`src/rtl/btn_event_pkg.sv`:
```
`default_nettype none
// ============================================================================
//  Module  : btn_event_pkg
//  Brief   : Shared types and sizing helpers for the button event generator.
//  Revision: 1.0  initial release
// ============================================================================
package btn_event_pkg;

  // Per-channel press lifecycle
  typedef enum logic [1:0] {
    IDLE = 2'd0,
    DOWN = 2'd1,
    HELD = 2'd2
  } btn_state_e;

  // Clock cycles per 1 ms tick, never below one
  function automatic int ms_div(input int clk_hz);
    return (clk_hz / 1000 < 1) ? 1 : clk_hz / 1000;
  endfunction

  // Width of the ms counter so it can hold the larger of the two thresholds
  function automatic int cnt_width(input int long_ms, input int repeat_ms);
    int m;
    m = (long_ms > repeat_ms) ? long_ms : repeat_ms;
    return (m < 1) ? 1 : $clog2(m + 1);
  endfunction

endpackage
`default_nettype wire

```
`src/rtl/btn_event_fsm.sv`:
```
`default_nettype none
// ============================================================================
//  Module  : btn_event_fsm
//  Brief   : One button channel: IDLE/DOWN/HELD lifecycle, ms hold counter
//            and registered single-cycle event pulses.
//            AUTO_REPEAT_EN builds the HELD repeat counter; otherwise
//            repeat_pulse is tied low.
//  Revision: 1.0  initial release
// ============================================================================
module btn_event_fsm
  import btn_event_pkg::*;
#(
  parameter int LONG_MS   = 500,
`ifdef AUTO_REPEAT_EN
  parameter int REPEAT_MS = 100,
`endif
  parameter int CNT_W     = 9
) (
  input  logic clk,
  input  logic reset_n,
  input  logic enable,
  input  logic rise,
  input  logic fall,
  input  logic ms_tick,
  output logic press_pulse,
  output logic short_pulse,
  output logic long_pulse,
  output logic release_pulse,
  output logic repeat_pulse,
  output logic held,
  output logic press_next
);

  localparam logic [CNT_W-1:0] c_LONG = CNT_W'(LONG_MS);
`ifdef AUTO_REPEAT_EN
  localparam logic [CNT_W-1:0] c_REPEAT = CNT_W'(REPEAT_MS);
`endif

  btn_state_e       r_state, w_state_nxt;
  logic [CNT_W-1:0] r_cnt, w_cnt_nxt, w_cnt_inc;
  logic             w_press, w_short, w_long, w_release;
  logic             r_press, r_short, r_long, r_release;
`ifdef AUTO_REPEAT_EN
  logic             w_repeat, r_repeat;
`endif

  // Counter increments saturate rather than wrap
  assign w_cnt_inc = (r_cnt == {CNT_W{1'b1}}) ? r_cnt : r_cnt + 1'b1;

  // State and ms counter registers
  always_ff @(posedge clk or negedge reset_n) begin
    if (!reset_n) begin
      r_state <= IDLE;
      r_cnt   <= '0;
    end else begin
      r_state <= w_state_nxt;
      r_cnt   <= w_cnt_nxt;
    end
  end

  // Next-state and counter update; a release always beats a threshold
  always_comb begin
    w_state_nxt = r_state;
    w_cnt_nxt   = r_cnt;
    if (!enable) begin
      w_state_nxt = IDLE;
      w_cnt_nxt   = '0;
    end else begin
      case (r_state)
        IDLE: begin
          if (rise) begin
            w_state_nxt = DOWN;
            w_cnt_nxt   = '0;
          end
        end
        DOWN: begin
          if (fall) begin
            w_state_nxt = IDLE;
            w_cnt_nxt   = '0;
          end else if (ms_tick) begin
            if (w_cnt_inc == c_LONG) begin
              w_state_nxt = HELD;
              w_cnt_nxt   = '0;
            end else begin
              w_cnt_nxt = w_cnt_inc;
            end
          end
        end
        HELD: begin
          if (fall) begin
            w_state_nxt = IDLE;
            w_cnt_nxt   = '0;
          end
`ifdef AUTO_REPEAT_EN
          else if (ms_tick) begin
            w_cnt_nxt = (w_cnt_inc == c_REPEAT) ? '0 : w_cnt_inc;
          end
`endif
        end
        default: begin
          w_state_nxt = IDLE;
          w_cnt_nxt   = '0;
        end
      endcase
    end
  end

  // Event decode for the coming cycle; everything is silent while disabled
  always_comb begin
    w_press   = 1'b0;
    w_short   = 1'b0;
    w_long    = 1'b0;
    w_release = 1'b0;
`ifdef AUTO_REPEAT_EN
    w_repeat  = 1'b0;
`endif
    if (enable) begin
      case (r_state)
        IDLE: w_press = rise;
        DOWN: begin
          if (fall) begin
            w_short   = 1'b1;
            w_release = 1'b1;
          end else if (ms_tick && (w_cnt_inc == c_LONG)) begin
            w_long = 1'b1;
          end
        end
        HELD: begin
          if (fall) begin
            w_release = 1'b1;
          end
`ifdef AUTO_REPEAT_EN
          else if (ms_tick && (w_cnt_inc == c_REPEAT)) begin
            w_repeat = 1'b1;
          end
`endif
        end
        default: ;
      endcase
    end
  end

  // Registered event pulses
  always_ff @(posedge clk or negedge reset_n) begin
    if (!reset_n) begin
      r_press   <= 1'b0;
      r_short   <= 1'b0;
      r_long    <= 1'b0;
      r_release <= 1'b0;
`ifdef AUTO_REPEAT_EN
      r_repeat  <= 1'b0;
`endif
    end else begin
      r_press   <= w_press;
      r_short   <= w_short;
      r_long    <= w_long;
      r_release <= w_release;
`ifdef AUTO_REPEAT_EN
      r_repeat  <= w_repeat;
`endif
    end
  end

  assign press_pulse   = r_press;
  assign short_pulse   = r_short;
  assign long_pulse    = r_long;
  assign release_pulse = r_release;
`ifdef AUTO_REPEAT_EN
  assign repeat_pulse  = r_repeat;
`else
  assign repeat_pulse  = 1'b0;
`endif
  assign held          = (r_state == HELD);
  assign press_next    = w_press;

endmodule
`default_nettype wire

```
`src/rtl/button_event_gen.sv`:
```
`default_nettype none
// ============================================================================
//  Module  : button_event_gen
//  Brief   : Turns debounced button levels into single-cycle press, short,
//            long, release and (with AUTO_REPEAT_EN) repeat events.
//            Holds the shared 1 ms prescaler, edge history and arming flag.
//  Revision: 1.0  initial release
// ============================================================================
module button_event_gen
  import btn_event_pkg::*;
#(
  parameter int NUM_BTN   = 5,
  parameter int CLK_HZ    = 100_000_000,
  parameter int LONG_MS   = 500,
  parameter int REPEAT_MS = 100
) (
  input  logic               clk,
  input  logic               reset_n,
  input  logic               enable,
  input  logic [NUM_BTN-1:0] btn_in,
  output logic [NUM_BTN-1:0] press_pulse,
  output logic [NUM_BTN-1:0] short_pulse,
  output logic [NUM_BTN-1:0] long_pulse,
  output logic [NUM_BTN-1:0] release_pulse,
  output logic [NUM_BTN-1:0] repeat_pulse,
  output logic [NUM_BTN-1:0] held,
  output logic               any_press
);

  localparam int c_MS_DIV = ms_div(CLK_HZ);
  localparam int c_PRE_W  = (c_MS_DIV > 1) ? $clog2(c_MS_DIV) : 1;
  localparam int c_CNT_W  = cnt_width(LONG_MS, REPEAT_MS);
  localparam logic [c_PRE_W-1:0] c_PRE_TC = c_PRE_W'(c_MS_DIV - 1);

  logic [c_PRE_W-1:0] r_pre;
  logic               w_ms_tick;
  logic [NUM_BTN-1:0] r_btn_prev;
  logic               r_armed;
  logic [NUM_BTN-1:0] w_rise, w_fall, w_press_nxt;
  logic               r_any_press;

  assign w_ms_tick = (r_pre == c_PRE_TC);

  // Free-running 1 ms prescaler
  always_ff @(posedge clk or negedge reset_n) begin
    if (!reset_n)       r_pre <= '0;
    else if (w_ms_tick) r_pre <= '0;
    else                r_pre <= r_pre + 1'b1;
  end

  // Edge history; the first cycle after reset only arms, so a button held
  // through reset never reports a press
  always_ff @(posedge clk or negedge reset_n) begin
    if (!reset_n) begin
      r_btn_prev <= '0;
      r_armed    <= 1'b0;
    end else begin
      r_btn_prev <= btn_in;
      r_armed    <= 1'b1;
    end
  end

  assign w_rise = btn_in & ~r_btn_prev & {NUM_BTN{r_armed}};
  assign w_fall = ~btn_in & r_btn_prev & {NUM_BTN{r_armed}};

  for (genvar i = 0; i < NUM_BTN; i++) begin : g_ch
    btn_event_fsm #(
      .LONG_MS   (LONG_MS),
`ifdef AUTO_REPEAT_EN
      .REPEAT_MS (REPEAT_MS),
`endif
      .CNT_W     (c_CNT_W)
    ) u_fsm (
      .clk           (clk),
      .reset_n       (reset_n),
      .enable        (enable),
      .rise          (w_rise[i]),
      .fall          (w_fall[i]),
      .ms_tick       (w_ms_tick),
      .press_pulse   (press_pulse[i]),
      .short_pulse   (short_pulse[i]),
      .long_pulse    (long_pulse[i]),
      .release_pulse (release_pulse[i]),
      .repeat_pulse  (repeat_pulse[i]),
      .held          (held[i]),
      .press_next    (w_press_nxt[i])
    );
  end

  // Any-press flag registered alongside the per-channel press pulses
  always_ff @(posedge clk or negedge reset_n) begin
    if (!reset_n) r_any_press <= 1'b0;
    else          r_any_press <= |w_press_nxt;
  end

  assign any_press = r_any_press;

endmodule
`default_nettype wire

```
`config.mk`:
```
export PLATFORM = sky130hd
export DESIGN_NAME = button_event_gen
export DESIGN_NICKNAME = d
export VERILOG_FILES = /design/src/rtl/btn_event_pkg.sv /design/src/rtl/btn_event_fsm.sv /design/src/rtl/button_event_gen.sv
export SDC_FILE = /design/constraint.sdc
export NUM_CORES = 1
export LEC_CHECK = 0
export CORE_UTILIZATION = 50
export DETAILED_ROUTE_END_ITERATION = 6
export PLACE_DENSITY = 0.7
export SLEW_MARGIN = 20
export SYNTH_ARGS = -nofsm -noshare
export SYNTH_HDL_FRONTEND = slang
export SYNTH_HIERARCHICAL = 1
export SYNTH_SLANG_ARGS = --single-unit
```
`constraint.sdc`:
```
create_clock -name clk -period 2.9 [get_ports clk]
set_clock_uncertainty 0.1 [all_clocks]
set_input_delay 0.29 -clock clk [delete_from_list [all_inputs] [get_ports clk]]
set_output_delay 0.29 -clock clk [all_outputs]
set_load 0.03 [all_outputs]
```
==> Yosys cells after proc, flatten, opt, wreduce, memory -nomap -nowiden <==
Cells that the tools add are included.
{ "word_totals": {"output_inout_bits": 31, "inputBits": 8, "ff_bits": 99, "word_cells": 244} }
{ "classes": {"bitwise_logic": 6, "n_reduce_logical": 26, "mux": 131, "add_sub_neg": 6, "n_eq_ne": 41} }
{ "ops": {"columns": ["operator", "n"], "rows": [
  ["two-way mux 9 bit", 35],
  ["case mux 9 bit (3 select lines)", 5],
  ["equality test 9 bit (second input constant)", 10],
  ["two-way mux 2 bit", 30],
  ["two-way mux 1 bit", 55],
  ["adder 9 x 1 -> 9 bit (second input constant)", 5],
  ["!= test 3 bit (second input constant)", 10],
  ["case mux 2 bit (3 select lines)", 5],
  ["!= test 4 x 3 -> 1 bit (second input constant)", 6],
  ["AND 5 bit", 4],
  ["AND reduction 4 bit", 5],
  ["adder 17 x 1 -> 17 bit (second input constant)", 1],
  ["equality test 17 bit (second input constant)", 1],
  ["two-way mux 17 bit", 1],
  ["!= test 4 bit (second input constant)", 4],
  ["AND reduction 3 bit", 5],
  ["equality test 2 x 1 -> 1 bit (second input constant)", 5],
  ["equality test 2 bit (second input constant)", 5],
  ["zero test 2 bit", 5],
  ["NOT 5 bit", 2],
  ["OR reduction 2 bit", 5],
  ["logical AND 1 bit", 5],
  ["OR reduction 5 bit", 1]
]} }

==> Depth between registers and ports, before layout <==
{ "depth": {"word_depth": 8, "depth_mapped": 9, "ltp_nobuf": 7} }

==> Hierarchy <==
The synthesis kept the hierarchy.
{ "by_module_without_submodules": {"columns": ["mod", "seq_area_each_um2", "instances", "area_each_um2", "cells_per_inst"], "rows": [
  ["btn_event_fsm at g_ch[0].u_fsm ...", 375.4, 4, 969.7, 103],
  ["button_event_gen", 600.6, 1, 1084.8, 100],
  ["btn_event_fsm at g_ch[1].u_fsm", 375.4, 1, 967.2, 98]
]} }

==> Least setup slack after synthesis <==
OpenSTA, ideal clock, no wires.
{ "synth_path": {"kind": "register to register", "startpoint": "register r_pre[0]", "endpoint": "register g_ch[0].u_fsm.r_state[0]", "path_buffers": 1, "arrival_ns": 2.003, "stages_incl_launch_ff": 8, "setup_ns": 0.079, "slack_ns": 0.718, "path_cell_list": "dfrtp_1 > ha_1 > and4_2 > and4_2 > buf_4 > or3_1 > a31oi_1 > mux2i_1"} }
{ "synth_via": {"elab_chain_cells": 3} }
{ "synth_rtl": {"columns": ["element", "line_no", "rtl"], "rows": [
  ["start, declared", "button_event_gen.sv:35", "logic [c_PRE_W-1:0] r_pre;"],
  ["start signal, assigned", "button_event_gen.sv:48", "else r_pre <= r_pre + 1'b1;"],
  ["equality test 17 bit", "button_event_gen.sv:42", "assign w_ms_tick = (r_pre == c_PRE_TC);"],
  ["net w_ms_tick", "button_event_gen.sv:36", "logic w_ms_tick;"],
  ["!= test 4 x 3 -> 1 bit (no source line)", null, null],
  ["AND reduction 4 bit (no source line)", null, null],
  ["end signal, assigned", "btn_event_fsm.sv:56", "r_state <= w_state_nxt;"],
  ["end, declared", "btn_event_fsm.sv:39", "btn_state_e r_state, w_state_nxt;"]
]} }
The timed path passes the listed nets, and every way through them passes these cells.
A chain may end at the register's enable or synchronous reset.

==> Final worst setup path <==
{ "layout_path": {"startpoint": "register r_pre[0]", "endpoint": "register g_ch[1].u_fsm.r_state[0]"} }
{ "layout_via": {"elab_chain_cells": 3} }
{ "layout_rtl": {"columns": ["element", "line_no"], "rows": [
  ["equality test 17 bit", "button_event_gen.sv:42"],
  ["!= test 4 bit (no source line)", null],
  ["AND reduction 4 bit (no source line)", null],
  ["end signal, assigned", "btn_event_fsm.sv:56"],
  ["end, declared", "btn_event_fsm.sv:39"]
]} }
Every way passes these cells.

==> metrics.md <==
| Metric | Value |
|---|---|
| Core Rows | 39 |
| Most used cell, CP | and4_2 |
| Combinational share of power | 0.162 |
| Nets@finish | about 660 |
| P_sw | 0.000851 W |
| Worst Setup End Kind | register |
| Core Area | 11500 um^2 |
| Area grow syn2layout | 10.5% |
| RSZ-0062 raised after global routing | no |
| Top cell type's share of synthesized area | 0.418 |
| Sw frac | 0.262 |
| First-pass GRT wire length | a little over 20000 um |
| Worst min-delay path class | in2reg |
| Req. time, crit path | 3.07 ns |
| Worst setup SP type | register |
| DRT Pass-1 Iters | 5 |
| Synth top cells by count | 99 x dfrtp_1, 62 x nand2_1, 43 x nor2_1 |
| Post-synthesis average cell area | between 9 and 10 um^2 |
| Antenna Nets Post-Route | 0 |
| Fmax | 0.384 GHz |
| CP max-delay cell | and4_2 |
| Crit path from | r_pre[0] |
| Height of the die | ~110 um |
| Critical path class | reg2reg |
| P_int | ~0.0024 W |
| Clock sink count | a little under 100 |
| Gpl congestion | 0.881 |
| Inserted Diodes | 0 |
| Top post-synthesis cells by area | dfrtp_1 42%, ha_1 4.4%, nand2_1 3.9% |
| Worst slew pin tran | about 0.62 ns |
| Ys async rst share | 1.00 |
| Sequential area share after synthesis | 0.418 |
| Total setup buffers inserted after CTS | 0 |
| Die width | approximately 110 um |
| Hold_sp | btn_in[1] |
| Reg-to-reg slack, setup | roughly 0.3 ns |
| Worst Path Max Fanout | 34 |
| CTS tree | done |
| Worst-path cell chain | ha_1 > and4_2 > and4_2 > o21ai_2 > or4_1 > nand4_1 |
| Vias in the first global route | 4282 |
| Initial antenna violation count | 0 |
| Post-Route WL | ~11000 um |
| Final min period | 2.61 ns |
| Distinct cells, synth | 66 |
| Bufs on Longest Clock Path | 2 |
| Port buffer count | 33 |
| Ports | 39 |
| Max incr delay on CP | around 0.65 ns |
| Pwr/cell area | 495 nW/um^2 |
| Routed len/inst | ~15 um |
| Via-to-Cell Ratio | roughly 5.8 |
| Arr. time, crit path | roughly 2.8 ns |
| Slew headroom | 0.585 |
| Register bit count reported by yosys | just under 100 |
| Root buf cell | clkbuf_16 |
| Post-synth top area cell | dfrtp_1 |
| # fillers | 989 |
| Area of placed instances | approximately 6200 um^2 |
| Reg power frac | 0.450 |
| Worst r2r path cells | 6 |
| Reg clk slew, reported paths | roughly 0.060 ns |
| Largest net degree at the start of global routing | 53 |
| GRT overflow | 0 |
| Iter 0 DRT Violations | 213 |
| Yosys warns | 6 |
| Layout cell share with drive strength beyond 1 | 0.0823 |
| Post-DP HPWL | slightly above 8000 um |
| Cells after Synth | 610 |
| EDFF count, synth | 0 |
| Reg-to-Reg Start | r_pre[0] |
| Synth Net Count | around 640 |
| Post-synth design cell area | between 5000 and 6000 um^2 |
| Clock share of power | 0.387 |
| Number of max-cap violations | 0 |
| Final setup viols | 0 |
| Hold Path End | r_btn_prev[1] |
| VDD IR max | around 0.33 mV |
| Count leader, synth | dfrtp_1 |
| H-tree depth | 3 |
| Number of buffers and inverters on the critical path | 0 |
| Top_reg_cell synth | dfrtp_1 |
| Hold Path Depth | 1 |
| Number of buffers created by CTS | 9 |
| GRT Overall Usage | 0.198 |
| DRC Markers | 0 |
| Outcome | completed |
| Leakage | about 2.8 nW |
| Crit share post-route | 0.899 |
| DR vias | around 4500 |
| Delay-heaviest family, CP | simple AND/OR/NAND/NOR gates |
| Setup_tns | 0 ns |
| Slew Limit Fails | 0 |
| Initial Util | 0.517 |
| Crit Reg-Reg Endpoint | g_ch[1].u_fsm/r_state[0] |
| Skew-Pair Late Insertion Delay | 0.33 ns |
| Die area | around 12000 um^2 |
| Endpoints failing hold | 0 |
| Fin area | between 6000 and 7000 um^2 |
## area by class of cell
type	instances	area [um^2]	area share
well taps	143	179	0.0273
clock buffers	11	243	0.0370
clock inverters	4	75.1	0.0115
multi-input cells	459	3130	0.477
inverters	23	86.3	0.0132
flip-flops and latches	99	2480	0.378
repair buffers	36	365	0.0558
## sequential cells by signal, summed over array words and instances (netlist names)
signal / cells
g_ch.u_fsm/r_state: 10
any_press: 1
g_ch.u_fsm/release_pulse: 5
r_armed: 1
g_ch.u_fsm/r_cnt: 45
g_ch.u_fsm/short_pulse: 5
r_pre: 17
g_ch.u_fsm/long_pulse: 5
g_ch.u_fsm/press_pulse: 5
r_btn_prev: 5
## power by group through the flow
stage | sequential, W | combinational [W] | clock [W]
3_3_place_gp | 0.00148 | 0.000507 | 0
4_1_cts | 0.00146 | 0.000527 | 0.00130
5_1_grt | 0.00147 | 0.000596 | 0.00136
2_1_floorplan | 0.00150 | 0.000349 | 0
6_report | 0.00146 | 0.000527 | 0.00126
3_5_place_dp | 0.00149 | 0.000519 | 0
## timing repair
| action | CTS | global route |
|---|---|---|
| resized for setup | 0 | 0 |
| hold endpoints to repair | 47 | 0 |
| hold buffers | 1 | 0 |
| endpoints found under the setup margin | 0 | 0 |
## cells by family (layout without fill, tap and decap cells)
logic type | after synthesis | count (layout) | share of synthesized area
mux | 8 | 8 | 0.0135
other cells | 6 | 6 | 0.00380
fa+ha+maj | 21 | 21 | 0.0443
compound gates | 132 | 132 | 0.171
simple gates | 258 | 258 | 0.245
flops | 99 | 99 | 0.418
xor+xnor | 34 | 34 | 0.0502
buf+inv | 52 | 74 | 0.0551
## cells in the final DEF, fill, tap and decap left out, drive strengths merged, types with 6 or more instances in the layout
| master | count |
|---|---|
| ha | 21 |
| conb | 6 |
| nor2 | 43 |
| o21ai | 52 |
| clkbuf | 11 |
| mux2i | 8 |
| a21o | 6 |
| nor2b | 11 |
| and3 | 25 |
| nand4 | 26 |
| a41oi | 13 |
| xor2 | 14 |
| nand2 | 62 |
| xnor2 | 20 |
| o211ai | 10 |
| a21oi | 11 |
| and3b | 9 |
| clkdlybuf4s50 | 32 |
| dfrtp | 99 |
| nand3 | 30 |
| inv | 23 |
| and4 | 7 |
| or2 | 6 |
## how the worst max path moves through the flow
stage / to / slack (ns) / depth (start not counted)
after CTS: g_ch[1].u_fsm/r_state[0] / 0.30 / 6
after floorplan: g_ch[0].u_fsm/r_state[0] / 0.72 / 7
final: g_ch[1].u_fsm/r_state[0] / 0.29 / 6
after detailed placement: g_ch[1].u_fsm/r_state[0] / 0.31 / 6
after global placement: g_ch[1].u_fsm/r_state[0] / 0.37 / 6
after global routing: g_ch[0].u_fsm/r_cnt[1] / 0.11 / 6
## per-layer routing
| metal | up-vias | track usage | part of all wire |
|---|---|---|---|
| li1 | 2231 | - | - |
| met1 | 2145 | 0.272 | 0.48 |
| met2 | 73 | 0.321 | 0.47 |
| met3 | 14 | 0.0241 | 0.030 |
| met4 | 0 | 0.0791 | 0.015 |
| met5 | - | 0 | 0 |
## per-stage QoR
step           setup WS (ns)   util  total power, W  hold slack, ns  instances
2_1_floorplan          0.718      -         0.00185          -0.106        610
3_3_place_gp           0.367  0.543         0.00199           0.242        759
3_5_place_dp           0.310  0.543         0.00201           0.246        759
4_1_cts                0.295  0.571         0.00329           0.334        775
5_1_grt                0.109  0.571         0.00343           0.350        775
6_report               0.293  0.571         0.00325           0.348        775
Note: power is estimated with default switching activity, not from simulation.
